`config.mk`:
```
export PLATFORM = sky130hd
export DESIGN_NAME = load_store_unit
export DESIGN_NICKNAME = d
export VERILOG_FILES = /design/src/rtl/load_store_unit.sv
export SDC_FILE = /design/constraint.sdc
export NUM_CORES = 1
export LEC_CHECK = 0
export BUFFER_PORTS_ARGS = -buffer_cell sky130_fd_sc_hd__clkbuf_2
export CORE_ASPECT_RATIO = 2
export CORE_MARGIN = 5
export CORE_UTILIZATION = 25
export DETAILED_ROUTE_END_ITERATION = 8
export HOLD_SLACK_MARGIN = 0.03
export PLACE_DENSITY_LB_ADDON = 0.05
export SLEW_MARGIN = 20
export SYNTH_ARGS = -nofsm -noshare
export SYNTH_HDL_FRONTEND = slang
export SYNTH_SLANG_ARGS = --single-unit
```
`constraint.sdc`:
```
create_clock -name clk -period 7.26 [get_ports clk]
set_input_delay 1.089 -clock clk [delete_from_list [all_inputs] [get_ports clk]]
set_output_delay 1.089 -clock clk [all_outputs]
set_load 0.02 [all_outputs]
```
`src/rtl/load_store_unit.sv`:
```
`default_nettype none
// ============================================================================
// Module   : load_store_unit
// Function : RV32 load/store sequencer for a byte-lane data memory with
//            one-cycle read latency; splits lane-straddling accesses in two.
// Revision : 1.0
// ============================================================================
module load_store_unit #(
    parameter int WIDTH            = 10,
    parameter bit SPLIT_MISALIGNED = 1'b1
) (
    input  logic             clk,
    input  logic             rst,
    input  logic             req_valid,
    output logic             req_ready,
    input  logic             req_write,
    input  logic [2:0]       req_funct3,
    input  logic [31:0]      req_address,
    input  logic [31:0]      req_write_data,
    output logic             resp_valid,
    input  logic             resp_ready,
    output logic [31:0]      resp_data,
    output logic             resp_error,
    output logic [WIDTH-3:0] mem_address,
    output logic             mem_write_enable,
    output logic [31:0]      mem_write_data,
    output logic [3:0]       mem_mask_byte,
    input  logic [31:0]      mem_read_data
);

    typedef enum logic [1:0] {
        IDLE = 2'd0,
        ACC0 = 2'd1,
        ACC1 = 2'd2,
        DONE = 2'd3
    } state_t;

    state_t           r_state;
    state_t           w_state_next;

    logic             r_write;
    logic [2:0]       r_funct3;
    logic [WIDTH-1:0] r_address;
    logic [31:0]      r_write_data;
    logic             r_error;
    logic [31:0]      r_low;
    logic             r_resp_valid;
    logic [31:0]      r_resp_data;
    logic             r_resp_error;

    logic             w_accept;
    logic             w_req_illegal;
    logic             w_req_misaligned;
    logic             w_req_error;
    logic [1:0]       w_offset;
    logic [3:0]       w_size_mask;
    logic [7:0]       w_mask_wide;
    logic [63:0]      w_data_wide;
    logic             w_straddle;
    logic [63:0]      w_pair;
    logic [31:0]      w_aligned;
    logic [31:0]      w_load_result;
    logic             w_unused;

    assign req_ready  = (r_state == IDLE) && !rst;
    assign w_accept   = req_valid && req_ready;
    assign resp_valid = r_resp_valid;
    assign resp_data  = r_resp_data;
    assign resp_error = r_resp_error;
    assign w_unused   = ^req_address[31:WIDTH];

    always_comb begin
        w_req_illegal    = 1'b0;
        w_req_misaligned = 1'b0;
        if (req_write) begin
            w_req_illegal = req_funct3[2] || (req_funct3[1:0] == 2'b11);
        end else begin
            w_req_illegal = (req_funct3[1:0] == 2'b11) || (req_funct3 == 3'b110);
        end
        if ((req_funct3[1:0] == 2'b01) && req_address[0]) begin
            w_req_misaligned = 1'b1;
        end
        if ((req_funct3[1:0] == 2'b10) && (req_address[1:0] != 2'b00)) begin
            w_req_misaligned = 1'b1;
        end
    end

    assign w_req_error = w_req_illegal || (w_req_misaligned && !SPLIT_MISALIGNED);

    // Lane geometry of the latched request: the upper nibble of the wide mask
    // holds the lanes that spill into the following word.
    assign w_offset = r_address[1:0];

    always_comb begin
        case (r_funct3[1:0])
            2'b00:   w_size_mask = 4'b0001;
            2'b01:   w_size_mask = 4'b0011;
            default: w_size_mask = 4'b1111;
        endcase
    end

    assign w_mask_wide = {4'b0000, w_size_mask} << w_offset;
    assign w_data_wide = {32'h0000_0000, r_write_data} << {w_offset, 3'b000};
    assign w_straddle  = |w_mask_wide[7:4];
    assign w_pair      = w_straddle ? {mem_read_data, r_low} : {32'h0000_0000, mem_read_data};
    assign w_aligned   = 32'(w_pair >> {w_offset, 3'b000});

    always_comb begin
        case (r_funct3)
            3'b000:  w_load_result = {{24{w_aligned[7]}}, w_aligned[7:0]};
            3'b001:  w_load_result = {{16{w_aligned[15]}}, w_aligned[15:0]};
            3'b010:  w_load_result = w_aligned;
            3'b100:  w_load_result = {24'h000000, w_aligned[7:0]};
            3'b101:  w_load_result = {16'h0000, w_aligned[15:0]};
            default: w_load_result = 32'h0000_0000;
        endcase
    end

    always_comb begin
        w_state_next = r_state;
        case (r_state)
            IDLE:    if (w_accept) w_state_next = w_req_error ? DONE : ACC0;
            ACC0:    w_state_next = w_straddle ? ACC1 : DONE;
            ACC1:    w_state_next = DONE;
            DONE:    if (r_resp_valid && resp_ready) w_state_next = IDLE;
            default: w_state_next = IDLE;
        endcase
    end

    // Writes are gated by rst so a reset landing mid-split stops the second half.
    always_comb begin
        mem_address      = r_address[WIDTH-1:2];
        mem_write_enable = 1'b0;
        mem_mask_byte    = 4'b0000;
        mem_write_data   = 32'h0000_0000;
        case (r_state)
            ACC0: begin
                mem_write_enable = r_write && !rst;
                mem_mask_byte    = w_mask_wide[3:0];
                mem_write_data   = w_data_wide[31:0];
            end
            ACC1: begin
                mem_address      = r_address[WIDTH-1:2] + (WIDTH-2)'(1);
                mem_write_enable = r_write && !rst;
                mem_mask_byte    = w_mask_wide[7:4];
                mem_write_data   = w_data_wide[63:32];
            end
            default: ;
        endcase
    end

    always_ff @(posedge clk) begin
        if (rst) begin
            r_state      <= IDLE;
            r_resp_valid <= 1'b0;
            r_resp_data  <= 32'h0000_0000;
            r_resp_error <= 1'b0;
        end else begin
            r_state <= w_state_next;
            if (w_accept) begin
                r_write      <= req_write;
                r_funct3     <= req_funct3;
                r_address    <= req_address[WIDTH-1:0];
                r_write_data <= req_write_data;
                r_error      <= w_req_error;
            end
            if (r_state == ACC1) begin
                r_low <= mem_read_data;
            end
            if (r_state == DONE) begin
                if (!r_resp_valid) begin
                    r_resp_valid <= 1'b1;
                    r_resp_error <= r_error;
                    r_resp_data  <= (r_write || r_error) ? 32'h0000_0000 : w_load_result;
                end else if (resp_ready) begin
                    r_resp_valid <= 1'b0;
                    r_resp_error <= 1'b0;
                    r_resp_data  <= 32'h0000_0000;
                end
            end
        end
    end

endmodule
`default_nettype wire

```
==> reports/qor.csv <==
stage;metric;value;unit
synth;netlist_area;6520;sq um
sta;finalSetupViolations;0;
detailed_routing;avgRoutedWirePerCell;21.8;um
placement;hpwl;17.7;mm
critical_path;worstSetupPathType;reg2out;
grt;grt_overflow;0;
grt;grt_max_degree;73;
synth;syn-num-nets;735;
placement;portBuffers;161;
pwr;ir_drop;0.000151;V
floorplan;die_area;29600;sq um
detailed_routing;ant_nets;0;
detailed_routing;firstDrtPassIters;5;
grt;grt_pass1_vias;5992;
grt;grt_pass1_wl;36.1;mm
run;maxCapViolCount;0;
critical_path;cp-end-kind;output pin;
synth;postSynthCellCount;626;
placement;gp_congestion;0.785;
sta;setup_slack;3.22;ns
sta;slew_headroom;0.271;
clocking;clk_pin_slew;0.08;ns
floorplan;die_h;238;um
clocking;cts_num_sinks;111;
finish;fin_cells;1107;
pwr;p_total;2.01;mW
floorplan;initial_core_util;0.253;
critical_path;cp_data_arrival_time;2.96;ns
sta;tightestPinTransition;1.09;ns
synth;syn_area_per_cell;10.4;sq um
placement;placed_cell_area;7600;sq um
synth;synth_seq_cells;111;
clocking;post_cts_buffers;0;
sta;rsz0062_at_grt;no;
synth;synth_flop_cell;edfxtp_1;
clocking;clock_latency;0.38;ns
sta;final.min_clock_period;4.04;ns
critical_path;startpoint_type;register;
sta;fmax;247;MHz
detailed_routing;routed_wl;24.1;mm
critical_path;cp_max_fo;9;
clocking;numCtsBuffers;9;
floorplan;ios;184;
clocking;post_cts_resized;0;
detailed_routing;vias;5601;
finish;layout.nets;869;
critical_path;cp_cell_sequence;inv_1 > ha_1 > nand2_1 > nor2_1 > a22oi_1 > nor2b_1 > clkbuf_2;
pwr;cellPowerDensity;255;nW/um^2
synth;synth_cell_types;63;
sta;hold_violations;0;
floorplan;dieWidth;124;um
grt;track_usage;0.165;
floorplan;rows;83;
hold_path;hold_path_class;reg2reg;
sta;skew;0.00711;ns
critical_path;max_stage_delay;0.72;ns
sta;final.setup.tns;0;ns
clocking;htreeDepth;3;
clocking;hold_buffers;0;
placement;placed_cells;1089;
run_status;outcome;completed;
synth;synth_edf_count;75;
clocking;cts_root_buffer;clkbuf_16;
detailed_routing;viasPerCell;5.06;
sta;maxSlewViolCount;0;
sta;fin_crit_sh;0.557;
pwr;leakage;2.96;nW
finish;final_util;0.306;
synth;async_reset_ff_frac;0;
floorplan;core;25800;sq um
detailed_routing;drtIter0Drc;349;
sta;fin_hold_ws;0.451;ns
critical_path;slowest_stage;nor2_1;
finish;layout_commonest_cell;clkbuf_2;
synth;yosys_warnings;0;
finish;postLayoutCellArea;7890;sq um
finish;drive_gt1_frac;0.312;
placement;preCtsSetupSlack;3.49;ns
clocking;cts_tree;built;
clocking;ctsLongestPathBuffers;2;
critical_path;worstPathRequired;6.17;ns
finish;area_growth;20.9;%
detailed_routing;drcViolationCount;0;
synth;ys_seq_area_frac;0.456;
grt;antenna_found_initial;2;
finish;final_cell_mix;clkbuf_2 (161), edfxtp_1 (75), nand2_1 (66);
==> cell type report <==
class | count | area (sq um)
clock inverter | 5 | 32.5
inverter | 9 | 33.8
sequential | 111 | 2970
fill | 2792 | 17900
timing repair buffer | 172 | 888
tap | 340 | 425
clock buffer | 11 | 243
antenna | 2 | 5.00
multi-input combinational | 457 | 3280
==> power breakdown <==
part	total [mW]	internal, mW	switching (mW)
combinational	0.717	0.253	0.463
clock	0.493	0.242	0.250
sequential	0.801	0.755	0.0458
total	2.01	1.25	0.760
==> state kept, by name, summed over array words and instances, names as in the netlist <==
register and flops:
resp_data 32, r_write_data 32, r_error 1, resp_valid 1, resp_error 1, r_write 1
r_state 2, r_low 28, r_address 10, r_funct3 3
==> routing by layer <==
metal / vias to the layer above / share of wire / track usage
li1: 2673 / - / -
met1: 2726 / 0.36 / 0.172
met2: 171 / 0.55 / 0.307
met3: 31 / 0.048 / 0.0344
met4: 0 / 0.035 / 0.0775
met5: - / 0 / 0
==> critical path, delay by kind of cell, from the launching register on <==
family                   cells  cell delay [ns]
flip-flops                   1             0.35
buffers and inverters        2             0.29
adder cells (fa/ha/maj)      1             0.43
AO/OA/AOI/OAI                1             0.20
AND/OR/NAND/NOR              3             1.30
==> Yosys cell counts, drive strengths merged, types with 2 or more instances <==
cell type / n / area share
edfxtp: 75 / 0.35
nand2: 68 / 0.041
o21ai: 40 / 0.031
dfxtp: 36 / 0.11
mux2i: 35 / 0.054
mux2: 29 / 0.050
clkbuf: 28 / 0.016
a21oi: 25 / 0.021
nor2b: 25 / 0.024
nor2: 22 / 0.013
and2: 21 / 0.020
buf: 21 / 0.021
a211oi: 20 / 0.023
nand3: 17 / 0.015
a22oi: 16 / 0.018
a221oi: 15 / 0.020
o22ai: 13 / 0.013
o211ai: 10 / 0.012
a31oi: 9 / 0.0086
inv: 8 / 0.0046
o221ai: 8 / 0.016
a221o: 6 / 0.0092
a22o: 6 / 0.0081
o2bb2ai: 6 / 0.0090
or2: 6 / 0.0058
a21o: 5 / 0.0058
a32oi: 5 / 0.0067
ha: 5 / 0.0096
nor3: 5 / 0.0038
a21boi: 4 / 0.0046
a32o: 4 / 0.0061
mux4: 4 / 0.014
xnor2: 4 / 0.0054
and4b: 3 / 0.0046
nand4: 3 / 0.0029
nor3b: 3 / 0.0059
xor2: 3 / 0.0040
and2b: 2 / 0.0027
and3: 2 / 0.0019
==> worst paths after layout <==
| kind | start | endpoint | slack (ns) | depth (start not counted) |
|---|---|---|---|---|
| setup reg to reg | r_address[0] | resp_data[18] | 3.95 | 7 |
| setup / recovery | r_state[1] | mem_write_data[4] | 3.22 | 7 |
| hold reg to reg | resp_data[3] | resp_data[3] | 0.45 | 2 |
| hold / removal | resp_data[3] | resp_data[3] | 0.45 | 2 |
==> kinds of logic (layout without fill, tap and decap cells) <==
group | after synthesis | in the layout | share of synthesized area
muxes | 68 | 68 | 0.118
other | 0 | 2 | 0
DFF | 111 | 111 | 0.456
xor gates and xnor gates | 7 | 7 | 0.00940
AOI/OAI and AO/OA | 198 | 198 | 0.222
buffers and inverters | 58 | 197 | 0.0420
adders and majority gates | 5 | 5 | 0.00960
and+or+nand+nor | 179 | 179 | 0.143
No activity file was read; power rests on OpenSTA's default activity.
